**src/rtl/ctrl_mc_pkg.sv**
```systemverilog
// ----------------------------------------------------------------------------
// ctrl_mc_pkg : shared constants for the RV32I multicycle control sequencer
// Revision    : 1.0
// ----------------------------------------------------------------------------
`default_nettype none

package ctrl_mc_pkg;

   localparam logic [2:0] S_FETCH  = 3'd0;
   localparam logic [2:0] S_DECODE = 3'd1;
   localparam logic [2:0] S_EXEC   = 3'd2;
   localparam logic [2:0] S_MEM    = 3'd3;
   localparam logic [2:0] S_WB     = 3'd4;

   typedef enum logic [2:0] {
      C_ALU     = 3'd0,
      C_LOAD    = 3'd1,
      C_STORE   = 3'd2,
      C_BRANCH  = 3'd3,
      C_ILLEGAL = 3'd4
   } instr_class_t;

   localparam logic [6:0] OPC_R      = 7'b0110011;
   localparam logic [6:0] OPC_I      = 7'b0010011;
   localparam logic [6:0] OPC_LOAD   = 7'b0000011;
   localparam logic [6:0] OPC_STORE  = 7'b0100011;
   localparam logic [6:0] OPC_BRANCH = 7'b1100011;
   localparam logic [6:0] OPC_LUI    = 7'b0110111;
   localparam logic [6:0] OPC_AUIPC  = 7'b0010111;

   localparam logic [3:0] ALUOP_R      = 4'b0000;
   localparam logic [3:0] ALUOP_I      = 4'b1100;
   localparam logic [3:0] ALUOP_LOAD   = 4'b1110;
   localparam logic [3:0] ALUOP_STORE  = 4'b0001;
   localparam logic [3:0] ALUOP_BRANCH = 4'b1111;
   localparam logic [3:0] ALUOP_LUI    = 4'b0011;
   localparam logic [3:0] ALUOP_AUIPC  = 4'b0111;

   localparam logic [1:0] ASEL_RS1  = 2'b10;
   localparam logic [1:0] ASEL_ZERO = 2'b01;
   localparam logic [1:0] ASEL_PC   = 2'b00;

endpackage

`default_nettype wire

```
**src/rtl/decod_opcode.sv**
```systemverilog
// ----------------------------------------------------------------------------
// decod_opcode : opcode -> instruction class and ALU operand controls
// Revision     : 1.0
// ----------------------------------------------------------------------------
`default_nettype none

module decod_opcode
   import ctrl_mc_pkg::*;
(
   input  logic [6:0] opc,
   output logic [2:0] cls,
   output logic [3:0] alu_op,
   output logic       alu_src,
   output logic [1:0] auipc_lui,
   output logic       legal
);

   always_comb begin
      cls       = C_ILLEGAL;
      alu_op    = ALUOP_R;
      alu_src   = 1'b0;
      auipc_lui = ASEL_RS1;
      legal     = 1'b1;
      case (opc)
         OPC_R: begin
            cls = C_ALU;
         end
         OPC_I: begin
            cls     = C_ALU;
            alu_op  = ALUOP_I;
            alu_src = 1'b1;
         end
         OPC_LOAD: begin
            cls     = C_LOAD;
            alu_op  = ALUOP_LOAD;
            alu_src = 1'b1;
         end
         OPC_STORE: begin
            cls     = C_STORE;
            alu_op  = ALUOP_STORE;
            alu_src = 1'b1;
         end
         OPC_BRANCH: begin
            cls    = C_BRANCH;
            alu_op = ALUOP_BRANCH;
         end
         OPC_LUI: begin
            cls       = C_ALU;
            alu_op    = ALUOP_LUI;
            alu_src   = 1'b1;
            auipc_lui = ASEL_ZERO;
         end
         OPC_AUIPC: begin
            cls       = C_ALU;
            alu_op    = ALUOP_AUIPC;
            alu_src   = 1'b1;
            auipc_lui = ASEL_PC;
         end
         default: begin
            legal = 1'b0;
         end
      endcase
   end

endmodule

`default_nettype wire

```
**src/rtl/control_multiciclo.sv**
```systemverilog
// ----------------------------------------------------------------------------
// control_multiciclo : FETCH/DECODE/EXEC/MEM/WB sequencer with memory handshakes
// Revision           : 1.0
// ----------------------------------------------------------------------------
`default_nettype none

module control_multiciclo
   import ctrl_mc_pkg::*;
(
   input  logic       CLK,
   input  logic       RESET,
   input  logic       en,
   input  logic [6:0] opcode,
   input  logic       branch_cond,
   input  logic       imem_ready,
   input  logic       dmem_ready,
   output logic       imem_req,
   output logic       IRWrite,
   output logic       PCWrite,
   output logic       PCSrc,
   output logic       MemRead,
   output logic       MemWrite,
   output logic       MemtoReg,
   output logic       ALUSrc,
   output logic       RegWrite,
   output logic       Branch,
   output logic [3:0] ALUOp,
   output logic [1:0] AuipcLui,
   output logic       illegal_op,
   output logic       busy
);

   logic [2:0] state;
   logic [2:0] state_nx;
   logic [6:0] opc_q;
   logic [6:0] dec_opc;
   logic [2:0] cls;
   logic [3:0] dec_alu_op;
   logic       dec_alu_src;
   logic [1:0] dec_auipc_lui;
   logic       dec_legal;
   logic       is_load;
   logic       is_store;
   logic       is_branch;

   // DECODE must judge legality before opc_q has captured the opcode
   assign dec_opc = (state == S_DECODE) ? opcode : opc_q;

   decod_opcode u_dec (
      .opc       (dec_opc),
      .cls       (cls),
      .alu_op    (dec_alu_op),
      .alu_src   (dec_alu_src),
      .auipc_lui (dec_auipc_lui),
      .legal     (dec_legal)
   );

   assign is_load   = (cls == C_LOAD);
   assign is_store  = (cls == C_STORE);
   assign is_branch = (cls == C_BRANCH);

   always_ff @(posedge CLK) begin
      if (RESET) begin
         state <= S_FETCH;
         opc_q <= 7'd0;
      end else if (en) begin
         state <= state_nx;
         if (state == S_DECODE) begin
            opc_q <= opcode;
         end
      end
   end

   always_comb begin
      state_nx = state;
      case (state)
         S_FETCH:  if (imem_ready) state_nx = S_DECODE;
         S_DECODE: state_nx = dec_legal ? S_EXEC : S_FETCH;
         S_EXEC: begin
            if (is_branch)                 state_nx = S_FETCH;
            else if (is_load || is_store)  state_nx = S_MEM;
            else                           state_nx = S_WB;
         end
         S_MEM:    if (dmem_ready) state_nx = is_load ? S_WB : S_FETCH;
         S_WB:     state_nx = S_FETCH;
         default:  state_nx = S_FETCH;
      endcase
   end

   always_comb begin
      imem_req   = 1'b0;
      IRWrite    = 1'b0;
      PCWrite    = 1'b0;
      PCSrc      = 1'b0;
      MemRead    = 1'b0;
      MemWrite   = 1'b0;
      MemtoReg   = 1'b0;
      ALUSrc     = 1'b0;
      RegWrite   = 1'b0;
      Branch     = 1'b0;
      ALUOp      = ALUOP_R;
      AuipcLui   = ASEL_RS1;
      illegal_op = 1'b0;
      busy       = 1'b1;
      if (state == S_EXEC || state == S_MEM || state == S_WB) begin
         ALUOp    = dec_alu_op;
         ALUSrc   = dec_alu_src;
         AuipcLui = dec_auipc_lui;
      end
      case (state)
         S_FETCH: begin
            imem_req = 1'b1;
            IRWrite  = imem_ready;
            busy     = imem_ready;
         end
         S_DECODE: begin
            illegal_op = !dec_legal;
            PCWrite    = !dec_legal;
         end
         S_EXEC: begin
            Branch  = is_branch;
            PCWrite = is_branch;
            PCSrc   = is_branch && branch_cond;
         end
         S_MEM: begin
            MemRead  = is_load;
            MemWrite = is_store;
            PCWrite  = is_store && dmem_ready;
         end
         S_WB: begin
            RegWrite = 1'b1;
            MemtoReg = is_load;
            PCWrite  = 1'b1;
         end
         default: ;
      endcase
      if (!en) begin
         IRWrite    = 1'b0;
         PCWrite    = 1'b0;
         RegWrite   = 1'b0;
         MemWrite   = 1'b0;
         illegal_op = 1'b0;
      end
      // Reset dominates every output, including the select fields
      if (RESET) begin
         imem_req   = 1'b0;
         IRWrite    = 1'b0;
         PCWrite    = 1'b0;
         PCSrc      = 1'b0;
         MemRead    = 1'b0;
         MemWrite   = 1'b0;
         MemtoReg   = 1'b0;
         ALUSrc     = 1'b0;
         RegWrite   = 1'b0;
         Branch     = 1'b0;
         ALUOp      = 4'b0000;
         AuipcLui   = 2'b00;
         illegal_op = 1'b0;
         busy       = 1'b0;
      end
   end

endmodule

`default_nettype wire

```
**config.mk**
```make
export PLATFORM = sky130hd
export DESIGN_NAME = control_multiciclo
export DESIGN_NICKNAME = d
export VERILOG_FILES = /design/src/rtl/ctrl_mc_pkg.sv /design/src/rtl/decod_opcode.sv /design/src/rtl/control_multiciclo.sv
export SDC_FILE = /design/constraint.sdc
export NUM_CORES = 1
export LEC_CHECK = 0
export CAP_MARGIN = 20
export CORE_ASPECT_RATIO = 1.75
export CORE_MARGIN = 2
export CORE_UTILIZATION = 32
export DETAILED_ROUTE_END_ITERATION = 10
export PLACE_DENSITY = 0.64
export SLEW_MARGIN = 20
export SYNTH_ARGS = -nofsm -noshare
export SYNTH_HDL_FRONTEND = slang
export SYNTH_SLANG_ARGS = --single-unit
export TNS_END_PERCENT = 30
```
**constraint.sdc**
```tcl
create_clock -name CLK -period 1.65 [get_ports CLK]
set_input_delay 0.2475 -clock CLK [delete_from_list [all_inputs] [get_ports CLK]]
set_output_delay 0.2475 -clock CLK [all_outputs]
set_load 0.05 [all_outputs]
```
Word-level counts from Yosys, hierarchy flattened:

Cells that the tools add are included.

* equality and inequality tests: 16
* bitwise operators: 0
* mux-type cells: 46
* divide/modulo/power cells: 0
* $mul: 0
* order comparisons: 0
* reduce and logical (&&, ||, !) cells: 11
* add/subtract/negate cells: 0
* shift-type cells: 0

Operators with widths (number)
* $mux W1: 30
* $pmux W3 S4: 2
* $pmux W4 S6: 1
* $eq A7 B6 Y1 const B: 3
* $mux W3: 5
* $eq A7 B5 Y1 const B: 2
* $eq A3 B2 Y1 const B: 4
* $mux W4: 2
* $eq A7 B2 Y1 const B: 1
* $eq A7 B7 Y1 const B: 1
* $mux W7: 1
* $reduce_or A7 Y1: 1
* $eq A3 B1 Y1 const B: 2
* $mux W2: 3
* $reduce_or A5 Y1: 1
* $ne A2 B2 Y1 const B: 2
* $pmux W1 S4: 1
* $pmux W2 S2: 1
* $reduce_or A4 Y1: 1
* $eq A3 B3 Y1 const B: 1
* $logic_not A3 Y1: 1
* $logic_or A1 B1 Y1: 3
* $reduce_and A3 Y1: 1
* $logic_and A1 B1 Y1: 2
* $logic_not A1 Y1: 1

* ROM bits: 0
* latch bits: 0
* word-level logic and storage cells: 75
* bits in registers: 10
* memories: 0
* memory bits (writable): 0
* input bits: 13
* output and inout bits: 18

Longest topological paths before layout:

* depth after elaboration: 10
* depth in mapped cells: 5
* mapped depth without buffers: 4

Hierarchy:

Synthesis repeated with hierarchy kept, for this count alone.

* cells, all modules: 122
* area total of the unflattened synthesis: 980.9 sq um

By module, submodules not included
* control_multiciclo: instances 1, cells each 95, area each 793.3 sq um, seq. area each 200.2 sq um
* decod_opcode: instances 1, cells each 27, area each 187.7 sq um, seq. area each 0.0 sq um

Worst setup path after synthesis:

No wires, ideal clock.

* path kind: flip-flop to output port
* from: register state[0]
* to: output PCWrite
* cell stages (with the launch flop): 5
* arrival time: 3.032 ns
* slack: -1.630 ns
* buffers on the path: 1
* data required time: 1.402 ns
* path through: dfxtp_1 -> or3b_1 -> buf_2 -> nor4_1 -> nand3b_1

* longest elaborated chain between the ends: 10
* elaborated cells on any way between the ends: 23
* those cells by class: eq/ne: 13; mux: 6; reduce/logical: 4

RTL lines
* from (decl): line control_multiciclo.sv:33 `logic [2:0] state;`
* from (signal assigned): line control_multiciclo.sv:67 `state <= state_nx;`
* $eq A3 B1 Y1: line control_multiciclo.sv:47, control_multiciclo.sv:110
* $mux W7
* $eq A7 B6 Y1 / $eq A7 B5 Y1 (equally long branches): line decod_opcode.sv:24 `case (opc)`
* $reduce_or A4 Y1 (no source line)
* $pmux W3 S4: line decod_opcode.sv:24
* $eq A3 B2 Y1: line control_multiciclo.sv:59 `assign is_store = (cls == C_STORE);`
* $logic_and A1 B1 Y1: line control_multiciclo.sv:128 `PCWrite = is_store && dmem_ready;`
* $pmux W1 S4 *: line control_multiciclo.sv:110 `case (state)`
* $mux W1 *: line control_multiciclo.sv:137 `if (!en) begin`
* $mux W1 *: line control_multiciclo.sv:145 `if (RESET) begin`
* to (decl): line control_multiciclo.sv:19 `output logic PCWrite,`

Mark *: on every way between the ends. The rest lies on a longest branch, timed or not.

Worst setup path after layout:

* from: register state[2]
* to: output ALUSrc

* longest elaborated chain between the ends: 7
* elaborated cells on any way between the ends: 16
* those cells by class: eq/ne: 9; mux: 4; reduce/logical: 3

RTL lines
* $eq A3 B1 Y1: line control_multiciclo.sv:47 `assign dec_opc = (state == S_DECODE) ? opcode : opc_q;`
* $mux W7
* $eq A7 B5 Y1, or another cell as far along: line decod_opcode.sv:24
* $reduce_or A5 Y1 (no source line)
* $mux W1: line decod_opcode.sv:24
* $mux W1 *: line control_multiciclo.sv:105 `if (state == S_EXEC || state == S_MEM || state == S_WB) begin`
* $mux W1 *: line control_multiciclo.sv:145
* to (decl): line control_multiciclo.sv:24 `output logic ALUSrc,`

Marks and branches as above.

==> results.py <==
metrics = {
    "yosys": {
        "synth.ff_latch_count": 10,
        "seq_area_frac_synth_pct": 20.4,
        "synth_area_um2": 980,
        "synthTopCellsByArea": "dfxtp_1, nor2_1, mux2i_1, a21oi_1, nor3_1",
        "syn_nets": 149,
        "synthCells": 136,
        "synth_edf_count": 0,
        "synth.most_common_cell": "nor2_1",
        "yosys.area.top_type": "dfxtp_1",
        "avgSynthCellArea_um2": 7.20,
        "yosysTopAreaCellShare_pct": 20.4,
        "async_reset_ff_share_pct": 0,
        "ys_top_cells_by_count": "nor2_1, a21oi_1, dfxtp_1",
        "synth_ff_type": "dfxtp_1",
        "yosys_warnings": 0,
        "synth_cell_types": 45,
    },
    "final_layout": {
        "design_area_um2": 2330,
        "final-seq-area_um2": 206,
        "multi_input_area_um2": 1100,
        "diodes": 0,
        "syn_to_final_growth_pct": 138,
        "layout.nets": 230,
        "drive_gt1_share_pct": 60.2,
        "fillers": 167,
        "final_cell_count_no_fill": 244,
        "final_core_util_pct": 79.6,
    },
    "global_routing": {
        "antenna_found_initial": 0,
        "grt_pass1_vias": 1543,
        "grt_first_pass_wirelength_um": 7500,
        "track_usage_pct": 29.0,
        "grt.overflow.total": 0,
        "grt_start_max_net_pins": 14,
    },
    "min_path": {
        "hold-path-endpoint": "opc_q[3]",
        "hold_start": "opcode[3]",
        "holdPathStages": 3,
        "hp-class": "in2reg",
    },
    "clock_tree": {
        "cts_tree": "built",
        "ctsHtreeMaxLevel": 1,
        "cts_buffers": 3,
        "clock_latency_ns": 0.24,
        "clockBufferDepth": 2,
        "hold_buffers": 0,
        "clock-root-buffer": "clkbuf_8",
        "cts.sinks": 10,
        "clkTransAtPathRegs_ns": 0.05,
    },
    "detailed_routing": {
        "vias_per_cell": 6.06,
        "dr_total_vias": 1479,
        "wl_per_cell_um": 19.9,
        "routed_wl_um": 4860,
        "initialDrtViolationCount": 62,
        "antenna_left": 0,
        "drc_errors": 0,
        "first_pass_iters": 4,
    },
    "sta": {
        "min_period_ns": 2.19,
        "fin_crit_sh_pct": 133,
        "hold_violations": 0,
        "tightest_slew_ns": 0.358,
        "max_freq_ghz": 0.457,
        "setup_tns_ns": -6.16,
        "rsz0062_at_grt": "true",
        "maxSlewViolCount": 0,
        "relSlewSlack_pct": 76.1,
        "finClkSkew_ns": 0.00377,
        "setup_ws_ns": -0.537,
        "setup_viol": 21,
    },
    "worst_setup_path": {
        "start_kind": "flop",
        "critical_path_arrival_ns": 1.94,
        "r2r_end": "state[2]",
        "critPathRequiredTime_ns": 1.40,
        "worstReg2RegStart": "state[2]",
        "crit_type": "reg2out",
        "path_max_fanout": 4,
        "worstSetupEndpointType": "output pin",
        "r2r_slack_ns": -0.16,
        "ff2ff_path_depth": 7,
    },
    "floorplan": {
        "fp.coreArea_um2": 2930,
        "fp-row-count": 26,
        "die_h_um": 77.2,
        "floorplan.initialDensity_pct": 33.5,
        "dieArea_um2": 3540,
        "ios": 31,
        "die-width_um": 45.8,
    },
    "placed_design": {
        "dp_hpwl_um": 2990,
        "place_area_um2": 1860,
        "io_buffers": 30,
        "gp_congestion": 0.950,
        "place_inst": 232,
    },
    "run_status": {
        "status": "complete, but fails checks",
        "violations": "setup timing",
    },
    "power_and_ir_drop": {
        "cellPowerDensity_nw_per_um2": 401,
        "peakVddDrop_mv": 0.568,
        "p_leak_uw": 0.000932,
        "power.total_uw": 935,
    },
    "run": {
        "cap_violations": 0,
    },
}
## flip-flops by register name (all words and copies together), names as in the netlist
signal and flops:
state 3, opc_q 7
## stage by stage
step           hold slack (ns)  setup slack, ns
2_1_floorplan            0.387           -0.572
3_3_place_gp             0.540           -0.529
3_5_place_dp             0.574           -0.601
4_1_cts                  0.479           -0.503
5_1_grt                  0.593           -0.583
6_report                 0.560           -0.537
## power by group
part | leakage, µW | switching (µW) | total (µW) | internal [µW]
sequential | 0.0000828 | 6.31 | 256 | 250
combinational | 0.000820 | 196 | 365 | 169
clock | 0.0000288 | 104 | 314 | 210
total | 0.000932 | 306 | 935 | 629
## worst max-delay path: stages, from the launching register on
cell	delay, ns
dfxtp_4	0.38
buf_6	0.11
or3b_4	0.38
a21o_1	0.20
a211o_1	0.27
a31oi_4	0.20
buf_12	0.16
## layer usage
layer | part of all wire, % | vias to the layer above | track usage [%]
met3 | 4.5 | 32 | 6.59
met2 | 57 | 79 | 53.1
met4 | 5.9 | 0 | 14.3
met5 | 0 | - | 0
li1 | - | 667 | -
met1 | 33 | 701 | 27.8
## how the worst max path moves through the flow
stage,start,to,slack (ns),cells past startpoint
6_report,state[2],ALUSrc,-0.54,6
5_1_grt,state[2],ALUSrc,-0.58,6
4_1_cts,state[2],ALUSrc,-0.50,6
3_5_place_dp,opcode[3],ALUOp[0],-0.60,7
2_1_floorplan,state[0],PCWrite,-0.57,4
3_3_place_gp,opcode[3],ALUOp[2],-0.53,6
## layout by cell type, fill, tap and decap left out, types with 3 or more instances in the layout
cell and count:
a21oi_1 7, a21oi_4 3, buf_12 15, buf_4 44, buf_6 14, clkbuf_8 4
clkdlybuf4s50_1 6, dfxtp_1 7, dlygate4sd2_1 6, inv_1 4, mux2i_1 7, nand2_1 6
nand3b_1 3, nor2_1 15, nor2_2 3, nor2_4 3, nor3_1 3, nor3_4 5
nor4_4 6, o21ai_0 3
## cell families (layout without fill, tap and decap cells)
family | after synthesis | after routing | synth area share, %
compound gates | 33 | 33 | 21.7
xor+xnor | 1 | 1 | 0.894
simple gates | 71 | 71 | 43.3
buf+inv | 14 | 94 | 6.51
mux | 7 | 7 | 7.15
flops | 10 | 10 | 20.4
## repair_timing
action                                  4_1_cts  5_1_grt
buffers inserted                              5        3
hold endpoints to repair                      0        0
resized for setup                            67       14
pin swaps                                    15        6
endpoints found under the setup margin       25       26
## area by class of cell
cell class / count / share of cell area, %
Timing Repair Buffer: 86 / 39.3
Sequential cell: 10 / 8.86
Tap cell: 28 / 1.50
Multi-Input combinational cell: 112 / 47.3
Inverter: 4 / 0.644
Clock buffer: 4 / 2.36
No activity file was read; power rests on OpenSTA's default activity.
